[config.mk]
export PLATFORM = sky130hd
export DESIGN_NAME = wb_stage_buf
export DESIGN_NICKNAME = d
export VERILOG_FILES = /design/src/rtl/wb_stage_buf.sv
export SDC_FILE = /design/constraint.sdc
export NUM_CORES = 1
export LEC_CHECK = 0
export ABC_CLOCK_PERIOD_IN_PS = 3000
export CORE_AREA = 5 5 136 138
export DETAILED_ROUTE_END_ITERATION = 8
export DIE_AREA = 0 0 141 143
export GPL_TIMING_DRIVEN = 1
export PLACE_DENSITY = 0.76
export SLEW_MARGIN = 40
export SYNTH_ARGS = -nofsm -noshare
export SYNTH_HDL_FRONTEND = slang
export SYNTH_SLANG_ARGS = --single-unit
[constraint.sdc]
create_clock -name clk -period 3 [get_ports clk]
set_input_delay 0.6 -clock clk [delete_from_list [all_inputs] [get_ports clk]]
set_output_delay 0.6 -clock clk [all_outputs]
set_load 0.03 [all_outputs]
[src/rtl/wb_stage_buf.sv]
// Write-back stage: result select, sub-word load extraction and a DEPTH-entry result FIFO.
// Optional macro WB_STAGE_FWD_EN enables a forwarding lookup over buffered entries.
module wb_stage_buf #(
  parameter int DEPTH   = 2,
  parameter int WC_W    = 4,
  parameter bit R0_LOCK = 1'b1
) (
  input  logic            clk,
  input  logic            rst,
  input  logic            in_valid,
  output logic            in_ready,
  input  logic [WC_W-1:0] in_WC,
  input  logic [31:0]     in_PC,
  input  logic [31:0]     in_PR,
  input  logic [31:0]     in_alu_res,
  input  logic [1:0]      in_S_MXRB,
  input  logic            in_W_RB,
  input  logic [1:0]      in_ld_size,
  input  logic            in_ld_signed,
  input  logic [1:0]      in_ld_off,
  input  logic            flush,
  input  logic            rf_ready,
  output logic            out_valid,
  output logic [WC_W-1:0] out_WC,
  output logic [31:0]     out_WPC,
  output logic            out_W_RB,
  output logic [31:0]     retired,
  input  logic [WC_W-1:0] fwd_q,
  output logic            fwd_hit,
  output logic [31:0]     fwd_data
);
  localparam int PW = (DEPTH > 1) ? $clog2(DEPTH) : 1;
  localparam int CW = PW + 1;
  localparam logic [CW-1:0] DEPTH_C = CW'(DEPTH);

  logic [WC_W-1:0] r_mem_wc   [DEPTH];
  logic [31:0]     r_mem_data [DEPTH];
  logic            r_mem_wrb  [DEPTH];

  logic [PW-1:0]   r_rd_ptr, r_wr_ptr;
  logic [CW-1:0]   r_count;
  logic            r_in_ready;
  logic [WC_W-1:0] r_hold_wc;
  logic [31:0]     r_hold_wpc;
  logic            r_hold_wrb;
  logic [31:0]     r_retired;

  logic [CW-1:0]   w_count_next;
  logic            w_push, w_pop, w_out_valid, w_wrb;
  logic [31:0]     w_byte_sh, w_ld_data, w_wb_data;
  logic [7:0]      w_byte;
  logic [15:0]     w_half;

  assign w_byte_sh = in_PR >> {in_ld_off, 3'b000};
  assign w_byte    = w_byte_sh[7:0];
  assign w_half    = in_ld_off[1] ? in_PR[31:16] : in_PR[15:0];

  always_comb begin
    case (in_ld_size)
      2'd1:    w_ld_data = {{16{in_ld_signed & w_half[15]}}, w_half};
      2'd2:    w_ld_data = {{24{in_ld_signed & w_byte[7]}}, w_byte};
      default: w_ld_data = in_PR;
    endcase
    case (in_S_MXRB)
      2'd0:    w_wb_data = in_alu_res;
      2'd1:    w_wb_data = w_ld_data;
      2'd2:    w_wb_data = in_PC;
      default: w_wb_data = 32'd0;
    endcase
  end

  // Register 0 writes are neutralised here but the entry still flows and retires.
  assign w_wrb = in_W_RB & ~(R0_LOCK & (in_WC == '0));

  assign w_out_valid  = (r_count != '0);
  assign w_push       = in_valid & r_in_ready & ~flush;
  assign w_pop        = w_out_valid & rf_ready;
  assign w_count_next = r_count + CW'(w_push) - CW'(w_pop);

  always_ff @(posedge clk) begin
    if (w_push) begin
      r_mem_wc[r_wr_ptr]   <= in_WC;
      r_mem_data[r_wr_ptr] <= w_wb_data;
      r_mem_wrb[r_wr_ptr]  <= w_wrb;
    end
  end

  always_ff @(posedge clk or posedge rst) begin
    if (rst) begin
      r_rd_ptr   <= '0;
      r_wr_ptr   <= '0;
      r_count    <= '0;
      r_in_ready <= 1'b1;
      r_hold_wc  <= '0;
      r_hold_wpc <= '0;
      r_hold_wrb <= 1'b0;
      r_retired  <= '0;
    end else begin
      if (w_pop)
        r_retired <= r_retired + 32'd1;
      // Shadow of the visible head so outputs keep their last value once the buffer drains.
      if (w_out_valid) begin
        r_hold_wc  <= r_mem_wc[r_rd_ptr];
        r_hold_wpc <= r_mem_data[r_rd_ptr];
        r_hold_wrb <= r_mem_wrb[r_rd_ptr];
      end
      if (flush) begin
        r_rd_ptr   <= '0;
        r_wr_ptr   <= '0;
        r_count    <= '0;
        r_in_ready <= 1'b1;
      end else begin
        if (w_push)
          r_wr_ptr <= r_wr_ptr + PW'(1);
        if (w_pop)
          r_rd_ptr <= r_rd_ptr + PW'(1);
        r_count    <= w_count_next;
        r_in_ready <= (w_count_next < DEPTH_C);
      end
    end
  end

  assign in_ready  = r_in_ready;
  assign out_valid = w_out_valid;
  assign out_WC    = w_out_valid ? r_mem_wc[r_rd_ptr]   : r_hold_wc;
  assign out_WPC   = w_out_valid ? r_mem_data[r_rd_ptr] : r_hold_wpc;
  assign out_W_RB  = w_out_valid ? r_mem_wrb[r_rd_ptr]  : r_hold_wrb;
  assign retired   = r_retired;

`ifdef WB_STAGE_FWD_EN
  // Scan oldest to newest so the newest matching entry overrides older ones.
  always_comb begin
    fwd_hit  = 1'b0;
    fwd_data = 32'd0;
    for (int k = 0; k < DEPTH; k++) begin
      if ((CW'(k) < r_count) && r_mem_wrb[r_rd_ptr + PW'(k)] &&
          (r_mem_wc[r_rd_ptr + PW'(k)] == fwd_q)) begin
        fwd_hit  = 1'b1;
        fwd_data = r_mem_data[r_rd_ptr + PW'(k)];
      end
    end
  end
`else
  logic w_unused_fwd;
  assign w_unused_fwd = ^fwd_q;
  assign fwd_hit      = 1'b0;
  assign fwd_data     = 32'd0;
`endif

endmodule

==> qor.yml <==
grt.overflow.total: 0
clock.fmax_mhz: 356
cts_buffers: 17
postCtsSetupBuffers: 0
wl_per_cell_microns: 16.8
ys.flop_type: "edfxtp_1"
worst_ep_arrival_time_ps: 2210
clkSinkCount: 148
seq_area_sq_um: 4080
drive_above_1_share_pct: 13.2
grtUsageTotal_pct: 17.5
antenna_left: 0
synth_cell_types: 43
synth_most_common_cell: "edfxtp_1"
ctsHoldBuffers: 0
start_kind: "register"
rows: 48
chipHeight_microns: 143
yosysSeqAreaShare_pct: 56.6
holdWs_ps: 469
finalSetupViolations: 0
synth_area_leaders: "edfxtp_1 31%, dfrtp_1 25%, mux2i_1 10%"
critPathRequiredTime_ps: 2400
grt_pass1_vias: 5269
post-route-util_pct: 58.5
cts_buffer_depth: 2
start_util_pct: 42.2
avgSynthCellArea_sq_um: 11.6
clkLatencyLatePin_ps: 420
grt_antenna_before_repair: 0
vias: 5215
io_pins: 221
synthTopCellsByCount: "74 x edfxtp_1, 73 x dfrtp_1, 72 x mux2i_1"
hold_violations: 0
io_buffers: 183
yosysTopAreaCell: "edfxtp_1"
rsz0062_at_grt: "false"
setup.worst_path.class: "register to primary output"
drtIter0Drc: 330
worst_slew_pin_slew_ps: 634
r2r_start: "r_count[1]"
cp_max_fo: 15
fin_cells: 1041
path_buf_inv: 1
path_cells: "mux2i_1 -> a21oi_1 -> clkdlybuf4s50_1"
post-dp-hpwl_mm: 13.4
multi_input_area_sq_um: 2770
report.final.slew_viol_count: 0
grt_max_degree: 49
skew_ps: 10.7
coreArea_sq_um: 17100
cp_slowest_stage_delay_ps: 750
synth_area_sq_um: 7200
placedCellCount: 1009
fin_nets: 925
syn_inst: 619
drt_pass1_iterations: 5
cts_tree: "built"
ir_worst_vdd_v: 0.000483
drc: 0
ctsResizeCount: 0
clk_pin_slew_ps: 60
cp-end-kind: "primary output"
min_period_ps: 2810
setup_slack_ps: 187
yosys_warnings: 0
die_area_sq_um: 20200
dp_slack_ps: 237
synthToLayoutAreaGrowth_pct: 38.5
power.density_nw_per_um2: 877
max_slew_margin_pct: 57.4
gp_congestion: 0.834
die_w_microns: 141
async_flop_share_pct: 50.0
min_period_over_period_pct: 93.8
synth_edf_count: 74
cp-startpoint: "r_rd_ptr"
routed_wirelength_mm: 17.5
hold_path.class: "register to register"
status: "completed"
min_from: "retired[31]"
cts_root_buf: "clkbuf_16"
drv_cap: 0
p_leak_nw: 4.03
fill_cells: 1415
synth_top_area_share_pct: 30.8
slowest_stage: "clkdlybuf4s50_1"
vias_per_cell: 5.01
critPathTopFamily: "buffers and inverters"
htreeDepth: 4
grt_first_pass_wirelength_mm: 27.4
n_antenna_cell: 0
ys_seq_elements: 148
registers in the layout, indices dropped and copies added (netlist names):
register	cells
r_hold_wpc	32
r_rd_ptr	1
r_hold_wc	4
r_mem_data	64
in_ready	1
r_wr_ptr	1
r_count	2
r_mem_wc	8
r_mem_wrb	2
retired	32
r_hold_wrb	1
worst reg2reg max path: cells and delay by family, from the launching register on:
kind          cells  cell delay, ps
xor+xnor          2             300
simple gates      3             760
fa+ha+maj         2             480
flops             1             410
buf+inv           3             330
worst paths after layout:
| check | slack (ps) | to | cells after the start |
|---|---|---|---|
| max in group asynchronous | 1810 | retired[27] | 3 |
| worst max-delay path | 190 | out_WPC[23] | 3 |
| worst min-delay path | 470 | retired[31] | 1 |
| min in group asynchronous | 570 | retired[1] | 2 |
| worst min register to register | 470 | retired[31] | 1 |
| worst max register to register | 650 | r_count[1] | 10 |
where the power goes:
group          switching [mW]  internal (mW)
clock                   0.860           1.10
sequential              0.174           2.57
combinational            2.25           1.80
total                    3.28           5.47
stage by stage:
stage	TNS [ps]	area, sq um	power [mW]
2_1_floorplan	-447	7320	4.86
3_3_place_gp	0	9420	6.82
3_5_place_dp	0	9420	6.88
4_1_cts	0	9980	8.87
5_1_grt	0	9980	9.20
6_report	0	9980	8.75
layout make-up:
| type | instances | share of cell area (%) |
|---|---|---|
| flip-flops and latches | 148 | 40.9 |
| multi-input cells | 411 | 27.7 |
| repair buffers | 203 | 22.2 |
| clock buffers | 18 | 4.40 |
| well taps | 225 | 2.82 |
| clock inverters | 14 | 1.17 |
| inverters | 22 | 0.840 |
kinds of logic after synthesis:
kind of cell	share of synthesized area [%]
other cells	0.0521
flops	56.6
mux	10.6
fa+ha+maj	0.869
buf+inv	6.91
xor+xnor	4.26
compound gates	10.6
simple gates	10.1
layer usage:
metal / vias to the layer above / wire length [microns] / track usage (%)
met5: - / 0 / 0
met4: 0 / 276 / 5.81
met3: 14 / 1270 / 5.36
met2: 199 / 9020 / 29.8
met1: 2481 / 6930 / 21.4
li1: 2521 / - / -
cell usage in the layout, fill, tap and decap left out, drive strengths merged, types with 7 or more instances in the layout:
cell type	instances
a21oi	53
a221o	8
and2	7
and4	7
buf	55
clkbuf	18
clkdlybuf4s50	148
clkinv	7
conb	33
dfrtp	73
edfxtp	74
inv	29
mux2i	72
nand2	43
nand2b	14
nand3	11
nor2	53
o21ai	17
o221ai	16
o2bb2ai	7
xnor2	23
xor2	12
(Power assumes the default switching activity.)
